### src/rtl/snn_pkg.sv
// Shared types, default sizes and width helpers for the spike-rate decoder.
package snn_pkg;

  localparam int unsigned NUM_CH_DEF  = 8;
  localparam int unsigned WIN_LEN_DEF = 16;
  localparam int unsigned CNT_W_DEF   = 5;

  typedef enum logic [0:0] {
    IDLE  = 1'b0,
    COUNT = 1'b1
  } dec_state_e;

  // Index/counter width for n distinct values, never narrower than one bit.
  function automatic int unsigned idx_w(input int unsigned n);
    return (n > 1) ? $clog2(n) : 1;
  endfunction

endpackage

### src/rtl/spike_counter.sv
// Single-channel saturating spike accumulator with clear.
// SPIKE_DECODE_TTFS_EN adds first-spike time capture.
module spike_counter
  import snn_pkg::*;
#(
  parameter int unsigned CNT_W = CNT_W_DEF
`ifdef SPIKE_DECODE_TTFS_EN
  , parameter int unsigned WIN_LEN = WIN_LEN_DEF
`endif
) (
  input  logic             clk,
  input  logic             reset,
  input  logic             inc,
  input  logic             clr,
  input  logic             spk,
`ifdef SPIKE_DECODE_TTFS_EN
  input  logic [CNT_W-1:0] win_cnt,
  output logic [CNT_W-1:0] ttfs_c,
`endif
  output logic [CNT_W-1:0] sum_c
);

  localparam logic [CNT_W-1:0] CNT_MAX = '1;

  logic [CNT_W-1:0] acc_q;

  // Count including this cycle's spike; the top latches this at window end.
  assign sum_c = (spk && (acc_q != CNT_MAX)) ? acc_q + CNT_W'(1) : acc_q;

  always_ff @(posedge clk) begin
    if (reset || clr) begin
      acc_q <= '0;
    end else if (inc) begin
      acc_q <= sum_c;
    end
  end

`ifdef SPIKE_DECODE_TTFS_EN
  localparam logic [CNT_W-1:0] NO_SPIKE = CNT_W'(WIN_LEN);

  logic [CNT_W-1:0] ttfs_q;

  // WIN_LEN doubles as the "no spike yet" marker; window counts never reach it.
  assign ttfs_c = ((ttfs_q == NO_SPIKE) && spk) ? win_cnt : ttfs_q;

  always_ff @(posedge clk) begin
    if (reset || clr) begin
      ttfs_q <= NO_SPIKE;
    end else if (inc) begin
      ttfs_q <= ttfs_c;
    end
  end
`endif

endmodule

### src/rtl/spike_rate_decoder.sv
// Windowed spike-rate decoder: per-channel counts plus arg-max on valid/ready.
// SPIKE_DECODE_TTFS_EN adds the time-to-first-spike output ttfs_out.
module spike_rate_decoder
  import snn_pkg::*;
#(
  parameter int unsigned NUM_CH  = NUM_CH_DEF,
  parameter int unsigned WIN_LEN = WIN_LEN_DEF,
  parameter int unsigned CNT_W   = CNT_W_DEF
) (
  input  logic                      clk,
  input  logic                      reset,
  input  logic                      en,
  input  logic [NUM_CH-1:0]         spk_in,
  output logic [NUM_CH*CNT_W-1:0]   counts_out,
`ifdef SPIKE_DECODE_TTFS_EN
  output logic [NUM_CH*CNT_W-1:0]   ttfs_out,
`endif
  output logic [idx_w(NUM_CH)-1:0]  winner_out,
  output logic                      out_valid,
  input  logic                      out_ready,
  output logic                      overrun
);

  localparam int unsigned      IDX_W   = idx_w(NUM_CH);
  localparam int unsigned      WC_W    = idx_w(WIN_LEN);
  localparam logic [WC_W-1:0]  WC_LAST = WC_W'(WIN_LEN - 1);

  dec_state_e               state_q;
  dec_state_e               state_d;
  logic [WC_W-1:0]          win_q;
  logic                     count_c;
  logic                     abort_c;
  logic                     win_end_c;
  logic [CNT_W-1:0]         sum_c [NUM_CH];
  logic [NUM_CH*CNT_W-1:0]  sum_flat_c;
  logic [CNT_W-1:0]         best_c;
  logic [IDX_W-1:0]         best_idx_c;

  always_ff @(posedge clk) begin
    if (reset) begin
      state_q <= IDLE;
    end else begin
      state_q <= state_d;
    end
  end

  always_comb begin
    state_d   = state_q;
    count_c   = 1'b0;
    abort_c   = 1'b0;
    win_end_c = 1'b0;
    case (state_q)
      IDLE: begin
        if (en) state_d = COUNT;
      end
      COUNT: begin
        if (en) begin
          count_c   = 1'b1;
          win_end_c = (win_q == WC_LAST);
        end else begin
          abort_c = 1'b1;
          state_d = IDLE;
        end
      end
      default: state_d = IDLE;
    endcase
  end

  // Window position; wraps at window end so the next window starts without a gap.
  always_ff @(posedge clk) begin
    if (reset || !count_c || win_end_c) begin
      win_q <= '0;
    end else begin
      win_q <= win_q + WC_W'(1);
    end
  end

`ifdef SPIKE_DECODE_TTFS_EN
  logic [CNT_W-1:0]         ttfs_c [NUM_CH];
  logic [NUM_CH*CNT_W-1:0]  ttfs_flat_c;
`endif

  for (genvar g = 0; g < NUM_CH; g++) begin : g_ch
    spike_counter #(
      .CNT_W   (CNT_W)
`ifdef SPIKE_DECODE_TTFS_EN
      , .WIN_LEN (WIN_LEN)
`endif
    ) u_cnt (
      .clk     (clk),
      .reset   (reset),
      .inc     (count_c),
      .clr     (abort_c | win_end_c),
      .spk     (spk_in[g]),
`ifdef SPIKE_DECODE_TTFS_EN
      .win_cnt (CNT_W'(win_q)),
      .ttfs_c  (ttfs_c[g]),
`endif
      .sum_c   (sum_c[g])
    );
  end

  // Arg-max; strict compare keeps the lowest index on ties.
  always_comb begin
    sum_flat_c = '0;
    best_c     = sum_c[0];
    best_idx_c = '0;
    for (int unsigned i = 0; i < NUM_CH; i++) begin
      sum_flat_c[i*CNT_W +: CNT_W] = sum_c[i];
      if (sum_c[i] > best_c) begin
        best_c     = sum_c[i];
        best_idx_c = IDX_W'(i);
      end
    end
  end

`ifdef SPIKE_DECODE_TTFS_EN
  always_comb begin
    ttfs_flat_c = '0;
    for (int unsigned i = 0; i < NUM_CH; i++) begin
      ttfs_flat_c[i*CNT_W +: CNT_W] = ttfs_c[i];
    end
  end

  always_ff @(posedge clk) begin
    if (reset) begin
      ttfs_out <= '0;
    end else if (win_end_c) begin
      ttfs_out <= ttfs_flat_c;
    end
  end
`endif

  // Result register and handshake; a new result takes precedence over a transfer.
  always_ff @(posedge clk) begin
    if (reset) begin
      counts_out <= '0;
      winner_out <= '0;
      out_valid  <= 1'b0;
      overrun    <= 1'b0;
    end else if (win_end_c) begin
      counts_out <= sum_flat_c;
      winner_out <= best_idx_c;
      out_valid  <= 1'b1;
      if (out_valid && !out_ready) overrun <= 1'b1;
    end else if (out_valid && out_ready) begin
      out_valid <= 1'b0;
    end
  end

endmodule

### config.mk
export PLATFORM = sky130hd
export DESIGN_NAME = spike_rate_decoder
export DESIGN_NICKNAME = d
export VERILOG_FILES = /design/src/rtl/snn_pkg.sv /design/src/rtl/spike_counter.sv /design/src/rtl/spike_rate_decoder.sv
export SDC_FILE = /design/constraint.sdc
export NUM_CORES = 1
export LEC_CHECK = 0
export CORE_AREA = 4 4 147 106
export CTS_CLUSTER_DIAMETER = 120
export CTS_CLUSTER_SIZE = 40
export DETAILED_ROUTE_END_ITERATION = 12
export DIE_AREA = 0 0 151 110
export GPL_TIMING_DRIVEN = 0
export PLACE_DENSITY = 0.57
export SLEW_MARGIN = 20
export SYNTH_ARGS = -nofsm -noshare
export SYNTH_HDL_FRONTEND = slang
export SYNTH_SLANG_ARGS = --single-unit
export TNS_END_PERCENT = 100
### constraint.sdc
create_clock -name clk -period 17.5 [get_ports clk]
set_input_delay 2.625 -clock clk [delete_from_list [all_inputs] [get_ports clk]]
set_output_delay 2.625 -clock clk [all_outputs]
set_load 0.02 [all_outputs]
==> reports/metrics.cfg <==
[floorplanning]
start_util_pct = 40.0
std_cell_rows = 36
die_area_sq_um = 16600
core_area_sq_um = 14000
chipHeight_microns = 110
ios = 57
die_x_microns = 151

[grt]
antenna_found_initial = 0
top_usage_layer = met2
use_met2_pct = 30.2
grt_util_met3_pct = 5.03
grt_pass1_wl_mm = 26.4
grt_pass1_vias = 4912
grt_use_met1_pct = 29.7
grt_max_degree = 18
overflow = 0
grtUsageTotal_pct = 20.5

[yosys]
synthDistinctLibCells = 60
yosys-top-cells-area = dfxtp_1, ha_1, nor2_1
muxShareOfSynthArea_pct = 4.35
syn_nets = 729
synth_xor_area_share_pct = 7.50
synthCells = 668
async_reset_ff_share_pct = 0
synthAdderAreaFrac_pct = 11.7
syn_avg_cell_area_sq_um = 8.36
ys_seq_elements = 90
synth_top_area_share_pct = 32.3
synthSimpleGateAreaFrac_pct = 20.4
synth_top_family_by_area = simple AND/OR/NAND/NOR gates
yosysSeqAreaShare_pct = 32.3
yosys.area.top_type = dfxtp_1
yosysWarningCount = 0
synth_compound_area_share_pct = 19.2
syn_area_sq_um = 5590
ys.flop_type = dfxtp_1
synth-edff-count = 0

[min_path]
hp-start = win_q[0]
hold_path_class = reg2reg
hold-path-endpoint = win_q[0]
whs_path_depth = 1

[cts]
ctsResizeCount = 0
clkLatencyLatePin_ps = 350
clockBufferDepth = 2
cts_sinks = 90
cts_tree = built
htree_levels = 3
clkSlewWorstSetupHoldPaths_ps = 70
root_buffer = clkbuf_16
numCtsBuffers = 9
post-cts-setup-buffers = 0
holdBufCountCts = 0

[power_and_ir_drop]
power.leakage_nw = 2.67
ir_drop_uv = 77.6
p_per_area_nw_per_um2 = 135

[timing]
max-slew-margin-rel_pct = 43.3
hold_violations = 0
fmaxAchievable_mhz = 62.6
post-route-min-period_ps = 15970
drv_slew = 0
setup_viol = 0
fin_setup_tns_ps = 0
timing.final.crit_share_pct = 91.2
rsz0062_at_grt = no
tightest_slew_ps = 850
skew_ps = 10.1

[drt]
drc = 0
vias = 5042
dr.pass1.iters = 5
avgRoutedWirePerCell_microns = 17.3
routed_wl_mm = 16.1
drt_iter0_drc = 296
vias_per_cell = 5.42
drtAntennaViolNets = 0

[cells_and_area]
fin_area_sq_um = 6670
layout_common_cells = nor2_1, dfxtp_1, a211oi_1, clkdlybuf4s50_1, ha_1
drive_gt1_share_pct = 5.68
area_growth_pct = 19.4
final_common_cell = nor2_1
antenna_cells = 0
post-route-util_pct = 47.8
num-nets-final = 796

[worst_setup_path]
timing.rr.start = g_ch[1].u_cnt.acc_q[0]
cp_max_fo = 9
cpMostUsedCell = o21a_1
cp.arrival_ps = 16170
cpMaxStageDelayCell = a222oi_1
reg2reg_to = winner_out[1]
r2r_setup_slack_ps = 3370
critPathMaxStageDelay_ps = 610
crit_path_end_kind = register
reg2reg_depth = 61
timing_worst_setup_path_type = in2reg
worstPathRequired_ps = 17710
start_kind = input port

[flow_run]
cap_viol_max_count = 0

[place]
place_area_sq_um = 6380
routabilityCongestion = 0.852
numPortBuffers = 56
dp_hpwl_mm = 12.5

[run_status]
status = complete, no violations

-- flip-flops by register name, summed over array words and instances, names as in the netlist --
name	count
counts_out	40
g_ch.u_cnt.acc_q	40
out_valid	1
overrun	1
state_q	1
win_q	4
winner_out	3
-- cells by family (layout without fill, tap and decap cells) --
kind of cell | count (synthesis) | after routing
flip-flops | 90 | 90
XOR/XNOR | 47 | 47
AO/OA/AOI/OAI | 145 | 145
multiplexers | 22 | 22
AND/OR/NAND/NOR | 245 | 245
buffers and inverters | 66 | 138
adder cells (fa/ha/maj) | 53 | 53
-- layout make-up --
class | instances | area [sq um]
fill | 1364 | 7290
sequential | 90 | 1800
inverter | 33 | 124
buffer | 33 | 133
clock inverter | 7 | 61.3
timing repair buffer | 56 | 561
tap | 190 | 238
clock buffer | 9 | 225
multi-input combinational | 512 | 3530
-- stage by stage --
step / instances / setup slack [ps] / power [W] / hold slack (ps)
finish: 930 / 1530 / 0.000902 / 452
global route: 930 / 487 / 0.000986 / 483
CTS: 930 / 1380 / 0.000905 / 452
detailed placement: 914 / 1020 / 0.000711 / 437
global placement: 914 / 1270 / 0.000688 / 427
floorplan: 668 / 3900 / 0.000597 / 418
-- worst max-delay path by stage --
stage / start / end / slack, ps
CTS: spk_in[1] / winner_out[1] / 1380
detailed placement: spk_in[1] / winner_out[2] / 1020
global placement: spk_in[1] / winner_out[1] / 1270
global route: spk_in[1] / winner_out[1] / 490
finish: spk_in[1] / winner_out[1] / 1530
floorplan: spk_in[0] / winner_out[2] / 3900
-- metal layers --
layer	share of wire, %	wire [microns]
met1	51	8180
met2	41	6660
met3	6.3	1020
met4	1.6	263
met5	0	0
-- power by group --
| part | switching [W] | internal, W | total, W |
|---|---|---|---|
| Combinational | 0.000282 | 0.000219 | 0.000501 |
| Clock | 0.0000912 | 0.0000994 | 0.000191 |
| Sequential | 0.00000286 | 0.000207 | 0.000210 |
| Total | 0.000376 | 0.000526 | 0.000902 |
-- Yosys cell counts, types with 19 or more instances --
library cell and instances:
nor2_1 118, dfxtp_1 90, a211oi_1 56, ha_1 49, nand2_1 34, inv_1 33
clkbuf_1 28, xnor2_1 25, xor2_1 21, nand3_1 19, o21a_1 19
-- critical path, delay by kind of cell --
kind / cells / cell delay [ps]
AOI/OAI and AO/OA: 34 / 7800
adders and majority gates: 7 / 2290
buffers and inverters: 4 / 970
muxes: 1 / 560
and+or+nand+nor: 13 / 1930
(Power assumes the default switching activity.)
